**config.mk**
```make
export PLATFORM = sky130hd
export DESIGN_NAME = mac_feeder
export DESIGN_NICKNAME = d
export VERILOG_FILES = /design/src/rtl/mac_feeder.sv
export SDC_FILE = /design/constraint.sdc
export NUM_CORES = 1
export LEC_CHECK = 0
export BUFFER_PORTS_ARGS = -buffer_cell sky130_fd_sc_hd__buf_2
export CAP_MARGIN = 20
export CELL_PAD_IN_SITES_DETAIL_PLACEMENT = 0
export CELL_PAD_IN_SITES_GLOBAL_PLACEMENT = 1
export CORE_ASPECT_RATIO = 1.4
export CORE_UTILIZATION = 37
export CTS_BUF_LIST = sky130_fd_sc_hd__clkbuf_2 sky130_fd_sc_hd__clkbuf_4 sky130_fd_sc_hd__clkbuf_8
export CTS_CLUSTER_DIAMETER = 50
export DETAILED_ROUTE_END_ITERATION = 8
export PLACE_DENSITY = 0.88
export SKIP_CTS_REPAIR_TIMING = 1
export SLEW_MARGIN = 20
export SYNTH_ARGS = -nofsm -noshare
export SYNTH_HDL_FRONTEND = slang
export SYNTH_SLANG_ARGS = --single-unit
```
**constraint.sdc**
```tcl
create_clock -name clk -period 2.7 [get_ports clk]
set_input_delay 0.405 -clock clk [delete_from_list [all_inputs] [get_ports clk]]
set_output_delay 0.405 -clock clk [all_outputs]
set_load 0.02 [all_outputs]
```
**src/rtl/mac_feeder.sv**
```systemverilog
// Operand sequencer for a single MAC instance: clears the accumulator, streams
// one operand pair per cycle from two shared-address buffers, then captures the sum.
module mac_feeder #(
  parameter int DATA_WIDTH = 8,
  parameter int LEN_WIDTH  = 8
) (
  input  logic                      clk,
  input  logic                      rst_n,
  input  logic                      start,
  input  logic [LEN_WIDTH-1:0]      len,
  input  logic                      abort,
  output logic                      busy,
  output logic                      done,
  output logic                      rd_en,
  output logic [LEN_WIDTH-1:0]      rd_addr,
  input  logic [DATA_WIDTH-1:0]     a_rdata,
  input  logic [DATA_WIDTH-1:0]     b_rdata,
  output logic                      mac_clr,
  output logic                      mac_en,
  output logic [DATA_WIDTH-1:0]     mac_a,
  output logic [DATA_WIDTH-1:0]     mac_b,
  input  logic [3*DATA_WIDTH-1:0]   mac_cout,
  output logic [3*DATA_WIDTH-1:0]   result
);

  localparam int RES_WIDTH = 3 * DATA_WIDTH;

  typedef enum logic [2:0] {
    S_IDLE    = 3'd0,
    S_CLEAR   = 3'd1,
    S_FETCH   = 3'd2,
    S_FLUSH   = 3'd3,
    S_CAPTURE = 3'd4,
    S_DONE    = 3'd5
  } state_t;

  state_t                 state_q, state_d;
  logic [LEN_WIDTH-1:0]   len_q, len_d;
  logic [LEN_WIDTH-1:0]   rd_addr_q, rd_addr_d;
  logic                   mac_en_q, mac_en_d;
  logic [RES_WIDTH-1:0]   result_q, result_d;
  logic                   accept_s;
  logic                   last_addr_s;
  logic                   fetch_s;

  // abort has priority over start, so a simultaneous pair leaves the feeder idle
  assign accept_s    = (state_q == S_IDLE) && start && !abort;
  assign last_addr_s = (rd_addr_q == (len_q - LEN_WIDTH'(1)));
  assign fetch_s     = (state_q == S_FETCH);

  // State and datapath registers
  always_ff @(posedge clk or negedge rst_n) begin
    if (!rst_n) begin
      state_q   <= S_IDLE;
      len_q     <= '0;
      rd_addr_q <= '0;
      mac_en_q  <= 1'b0;
      result_q  <= '0;
    end else begin
      state_q   <= state_d;
      len_q     <= len_d;
      rd_addr_q <= rd_addr_d;
      mac_en_q  <= mac_en_d;
      result_q  <= result_d;
    end
  end

  // Next-state logic
  always_comb begin
    state_d = state_q;
    if (abort && (state_q != S_IDLE)) begin
      state_d = S_IDLE;
    end else begin
      case (state_q)
        S_IDLE: begin
          if (accept_s) state_d = S_CLEAR;
          else          state_d = S_IDLE;
        end
        S_CLEAR: begin
          if (len_q != '0) state_d = S_FETCH;
          else             state_d = S_FLUSH;
        end
        S_FETCH: begin
          if (last_addr_s) state_d = S_FLUSH;
          else             state_d = S_FETCH;
        end
        S_FLUSH:   state_d = S_CAPTURE;
        S_CAPTURE: state_d = S_DONE;
        S_DONE:    state_d = S_IDLE;
        default:   state_d = S_IDLE;
      endcase
    end
  end

  // Length latch, address counter, MAC enable pipeline and result capture
  always_comb begin
    len_d     = len_q;
    rd_addr_d = rd_addr_q;
    mac_en_d  = 1'b0;
    result_d  = result_q;

    if (accept_s) begin
      len_d     = len;
      rd_addr_d = '0;
    end else begin
      len_d = len_q;
    end

    // address stops at len-1 instead of wrapping
    if (fetch_s && !abort && !last_addr_s) begin
      rd_addr_d = rd_addr_q + LEN_WIDTH'(1);
    end else begin
      rd_addr_d = accept_s ? '0 : rd_addr_q;
    end

    // an abort squashes the enable that would carry the in-flight read
    if (fetch_s && !abort) mac_en_d = 1'b1;
    else                   mac_en_d = 1'b0;

    if ((state_q == S_CAPTURE) && !abort) result_d = mac_cout;
    else                                  result_d = result_q;
  end

  // Output decode
  always_comb begin
    busy    = 1'b0;
    done    = 1'b0;
    rd_en   = 1'b0;
    mac_clr = 1'b0;
    case (state_q)
      S_IDLE: begin
        busy = 1'b0;
      end
      S_CLEAR: begin
        busy    = 1'b1;
        mac_clr = 1'b1;
      end
      S_FETCH: begin
        busy  = 1'b1;
        rd_en = 1'b1;
      end
      S_FLUSH, S_CAPTURE: begin
        busy = 1'b1;
      end
      S_DONE: begin
        busy = 1'b1;
        done = 1'b1;
      end
      default: begin
        busy = 1'b0;
      end
    endcase

    rd_addr = rd_addr_q;
    mac_en  = mac_en_q;
    result  = result_q;
    if (mac_en_q) begin
      mac_a = a_rdata;
      mac_b = b_rdata;
    end else begin
      mac_a = '0;
      mac_b = '0;
    end
  end

endmodule

```
# Word-level counts from Yosys, hierarchy flattened

Index checks and enable logic that the tools add are counted.

Register bits after elaboration: 44
Bits of input ports: 52
Output and inout bits: 53
Logic and storage cells: 40

Add/subtract/negate cells: 2
Equality and inequality tests: 6
Multiplexer cells: 14
Reductions and logical operators: 13

Operators with widths:

| kind                                                                | number |
|---|---|
| 8-bit 2-to-1 mux                                                    | 4 |
| 3-bit case mux with 5 select lines                                  | 1 |
| 8-bit by 1-bit adder with 8-bit output (second input constant)      | 1 |
| 8-bit == test                                                       | 1 |
| 1-bit 2-to-1 mux                                                    | 8 |
| 8-bit nonzero test                                                  | 1 |
| 8-bit by 1-bit subtractor with 8-bit output (second input constant) | 1 |
| 3-bit by 2-bit == test with 1-bit output (second input constant)    | 2 |
| 3-bit == test (second input constant)                               | 2 |
| 1-bit logical AND                                                   | 6 |
| 5-bit OR reduction                                                  | 1 |
| 3-bit by 1-bit == test with 1-bit output (second input constant)    | 1 |
| 3-bit logical NOT                                                   | 1 |
| 3-bit 2-to-1 mux                                                    | 1 |
| 3-bit nonzero test                                                  | 1 |
| 1-bit logical NOT                                                   | 2 |
| 2-bit nonzero test                                                  | 1 |

# Longest topological paths before layout

Depth after elaboration: 6
Gate-level depth with buffers: 9
Gate-level depth less buffers: 8

# Worst setup path before layout

OpenSTA, ideal clock, no wires.

Path kind: register to register
Start point: register len_q[0]
End point: register rd_addr_q[2] (netlist: rd_addr[2])
Library setup time: 0.126 ns
Arrival time: 2.015 ns
Data required time: 2.574 ns
Path slack: 0.559 ns
Cell stages (with the launch flop): 10
Buffers on the path: 1
Cell sequence: dfrtp_1 inv_1 ha_1 buf_2 nor3b_1 xnor2_1 nor3_1 nor3b_4 a21oi_2 a221o_1

Cells in the longest elaborated chain, start to end: 5

Ends and longest elaborated chain:

| element                                                       | RTL line | RTL |
|---|---|---|
| start, declared                                               | 38       | `logic [LEN_WIDTH-1:0] len_q, len_d;` |
| start signal, assigned                                        | 61       | `len_q <= len_d;` |
| 8-bit by 1-bit subtractor with 8-bit output *                 | 48       | `assign last_addr_s = (rd_addr_q == (len_q - LEN_WIDTH'(1)));` |
| 8-bit == test *                                               | 48       |  |
| 1-bit logical NOT *                                           | 110      | `if (fetch_s && !abort && !last_addr_s) begin` |
| 1-bit logical AND *                                           | 110      |  |
| 8-bit 2-to-1 mux / 2-bit nonzero test (equally long branches) | n/a      |  |
| end signal, assigned                                          | 62       | `rd_addr_q <= rd_addr_d;` |
| end, declared                                                 | 39       | `logic [LEN_WIDTH-1:0] rd_addr_q, rd_addr_d;` |

Every way passes the cells marked *; elsewhere a longest branch is shown, timed or not.
A chain may end at the register's enable or synchronous reset.

# Final worst setup path

Start point: register len_q[0]
End point: register rd_addr_q[4] (netlist: rd_addr[4])

The elaborated chain is that of the path after synthesis.

==> flow_summary.ini <==
[run_status]
outcome = complete, no violations

[global_route]
grt_max_degree = 45
antenna_found_initial = 0
grt_pass1_vias = 1867
grt_first_pass_wirelength_mm = 8.445
grtUsageTotal_pct = 16.02
overflow = 0

[run]
cap_viol_max_count = 0

[setup_path]
cp-end-kind = flop
slowest_stage = dfrtp_1
path_cells = inv_1 -> ha_1 -> nor3b_1 -> xnor2_1 -> nor3_1 -> nor3b_4 -> a21oi_2 -> a221o_1
crit_arrival_ns = 2.56
cp-start-kind = flop
cp_max_fo = 8
slowest_delay_ns = 0.43
required_ns = 2.88
critical_path_class = flop to flop

[pwr]
ir_worst_vdd_v = 0.0004035
powerDensity_nw_per_um2 = 727.0
leakagePower_nw = 1.587

[synthesis]
synth.avg_cell_area_sq_um = 11.46
async_flop_share_pct = 100.0
yosysWarnings = 0
synth_edf_count = 0
netlist_top_cells_area = dfrtp_1, mux2_2, and2_1, xnor2_1, xor2_1
synth_top_area_share_pct = 46.66
syn_area_sq_um = 2360
synthesis.nets = 260
synthFlopType = dfrtp_1
synth_top_cell_by_area = dfrtp_1
ys_seq_elements = 44
synth_cells = 206
yosysUniqueCellTypes = 45
ys_seq_area_share_pct = 46.66

[clock_network]
cts_num_sinks = 44
root_buffer = clkbuf_8
htree_levels = 2
cts_tree = yes
clkSlewWorstSetupHoldPaths_ns = 0.10
cts_buffers = 5
clk_latency_ns = 0.30
clock_path_buffers = 2

[timing]
fmax_mhz = 420.4
tightest_slew_ns = 0.5467
clock_skew_ns = 0.01100
hold_ws_ns = 0.07127
setup_tns_ns = 0
max-slew-margin-rel_pct = 63.55
fin_crit_sh_pct = 88.09
hold_violations = 0
final-max-slew-violation-count = 0
fin_crit_ns = 2.379
rsz0062_at_grt = no
setup_violations = 0

[drt]
drc_errors = 0
dr_wl_met2_mm = 2.803
wl_met3_um = 314
dr_total_vias = 1904
drtIter0Drc = 77
drt_pass1_iterations = 4
highest_layer = met4
wl_per_cell_um = 13.53
ant_nets = 0
wirelength_mm = 5.154
wl_met1_mm = 1.925
vias_per_cell = 4.997

[die]
initial_core_util_pct = 38.26
die_area_sq_um = 6706
coreArea_sq_um = 6168
chipHeight_um = 96.49
row_count = 34
io_pins = 105
die_x_um = 69.50

[place]
port-buffer-count = 104
place.gp.congestion = 0.8095
hpwl_mm = 3.922

[hold_path]
hp-class = input pin to async pin

[layout]
insertedDiodeCount = 0
nets = 362
final_cell_mix = buf_2, dfrtp_1, mux2_2
final_common_cell = buf_2
drive_gt1_share_pct = 51.78
syn2layout_area_growth_pct = 29.69
-- power breakdown --
part | total (mW) | switching [mW] | internal (mW)
sequential | 0.951 | 0.140 | 0.811
combinational | 0.753 | 0.408 | 0.345
clock | 0.522 | 0.243 | 0.279
-- kinds of logic after synthesis --
kind of cell	count (synthesis)	synth area share, %
and+or+nand+nor	67	17.66
AOI/OAI and AO/OA	25	8.802
DFF	44	46.66
muxes	36	16.97
xor gates and xnor gates	15	5.568
adders and majority gates	2	1.060
buffers and inverters	17	3.287
-- state kept, by name, summed over array words and instances, names as in the netlist --
register	count
rd_addr	8
result	24
len_q	8
mac_en	1
state_q	3
-- routing by layer --
layer,GRT usage [%],vias up
met4,9.184,0
li1,-,930
met3,3.734,8
met1,16.41,890
met2,30.02,76
met5,0,-
-- area by class of cell --
type | instances | area (sq um)
multi-input cells | 145 | 1190
inverters | 5 | 18.77
well taps | 72 | 90.09
flip-flops and latches | 44 | 1101
fillers | 572 | 3108
repair buffers | 107 | 545.5
clock buffers | 5 | 68.82
clock inverters | 3 | 46.29
-- cell usage after synthesis, types with 2 or more instances --
library cell	n
inv_1	5
nand2_1	11
dfrtp_1	44
xor2_1	6
nor2_1	11
a21oi_1	3
ha_1	2
and2_1	19
xnor2_1	9
nor3b_1	4
nand3b_1	2
mux2_2	32
nor3_1	4
nand3_1	4
buf_2	5
mux2i_1	4
a221o_1	3
a2111oi_0	3
clkbuf_1	6
o21ai_0	4
-- worst max-delay path: cells and delay by family (launching register included) --
family / cells / cell delay (ns)
fa+ha+maj: 1 / 0.33
xor+xnor: 1 / 0.10
buf+inv: 1 / 0.07
simple gates: 3 / 0.87
flops: 1 / 0.43
compound gates: 2 / 0.46
-- final timing paths --
| kind | start | depth (start not counted) | slack (ns) | to |
|---|---|---|---|---|
| max in group asynchronous | rst_n | 1 | 2.23 | rd_addr[4]$_DFFE_PN0P_ |
| min in group clk | len[5] | 2 | 0.33 | len_q[5]$_DFFE_PN0P_ |
| setup / recovery | len_q[0]$_DFFE_PN0P_ | 8 | 0.32 | rd_addr[4]$_DFFE_PN0P_ |
| hold / removal | rst_n | 1 | 0.07 | len_q[5]$_DFFE_PN0P_ |
| setup reg to reg | len_q[0]$_DFFE_PN0P_ | 8 | 0.32 | rd_addr[4]$_DFFE_PN0P_ |
| hold reg to reg | result[10]$_DFFE_PN0P_ | 1 | 0.51 | result[10]$_DFFE_PN0P_ |
-- per-stage QoR --
stage	std cells	worst slack (ns)	cell area (sq um)	total power, mW	util (%)
after floorplan	206	0.5586	2360	1.472	-
after global placement	373	0.3664	2943	1.704	47.71
after detailed placement	373	0.3247	2943	1.723	47.71
after CTS	381	0.3056	3058	2.256	49.57
after global routing	381	0.1032	3060	2.360	49.61
final	381	0.3215	3060	2.225	49.61
No activity file was read; power rests on OpenSTA's default activity.
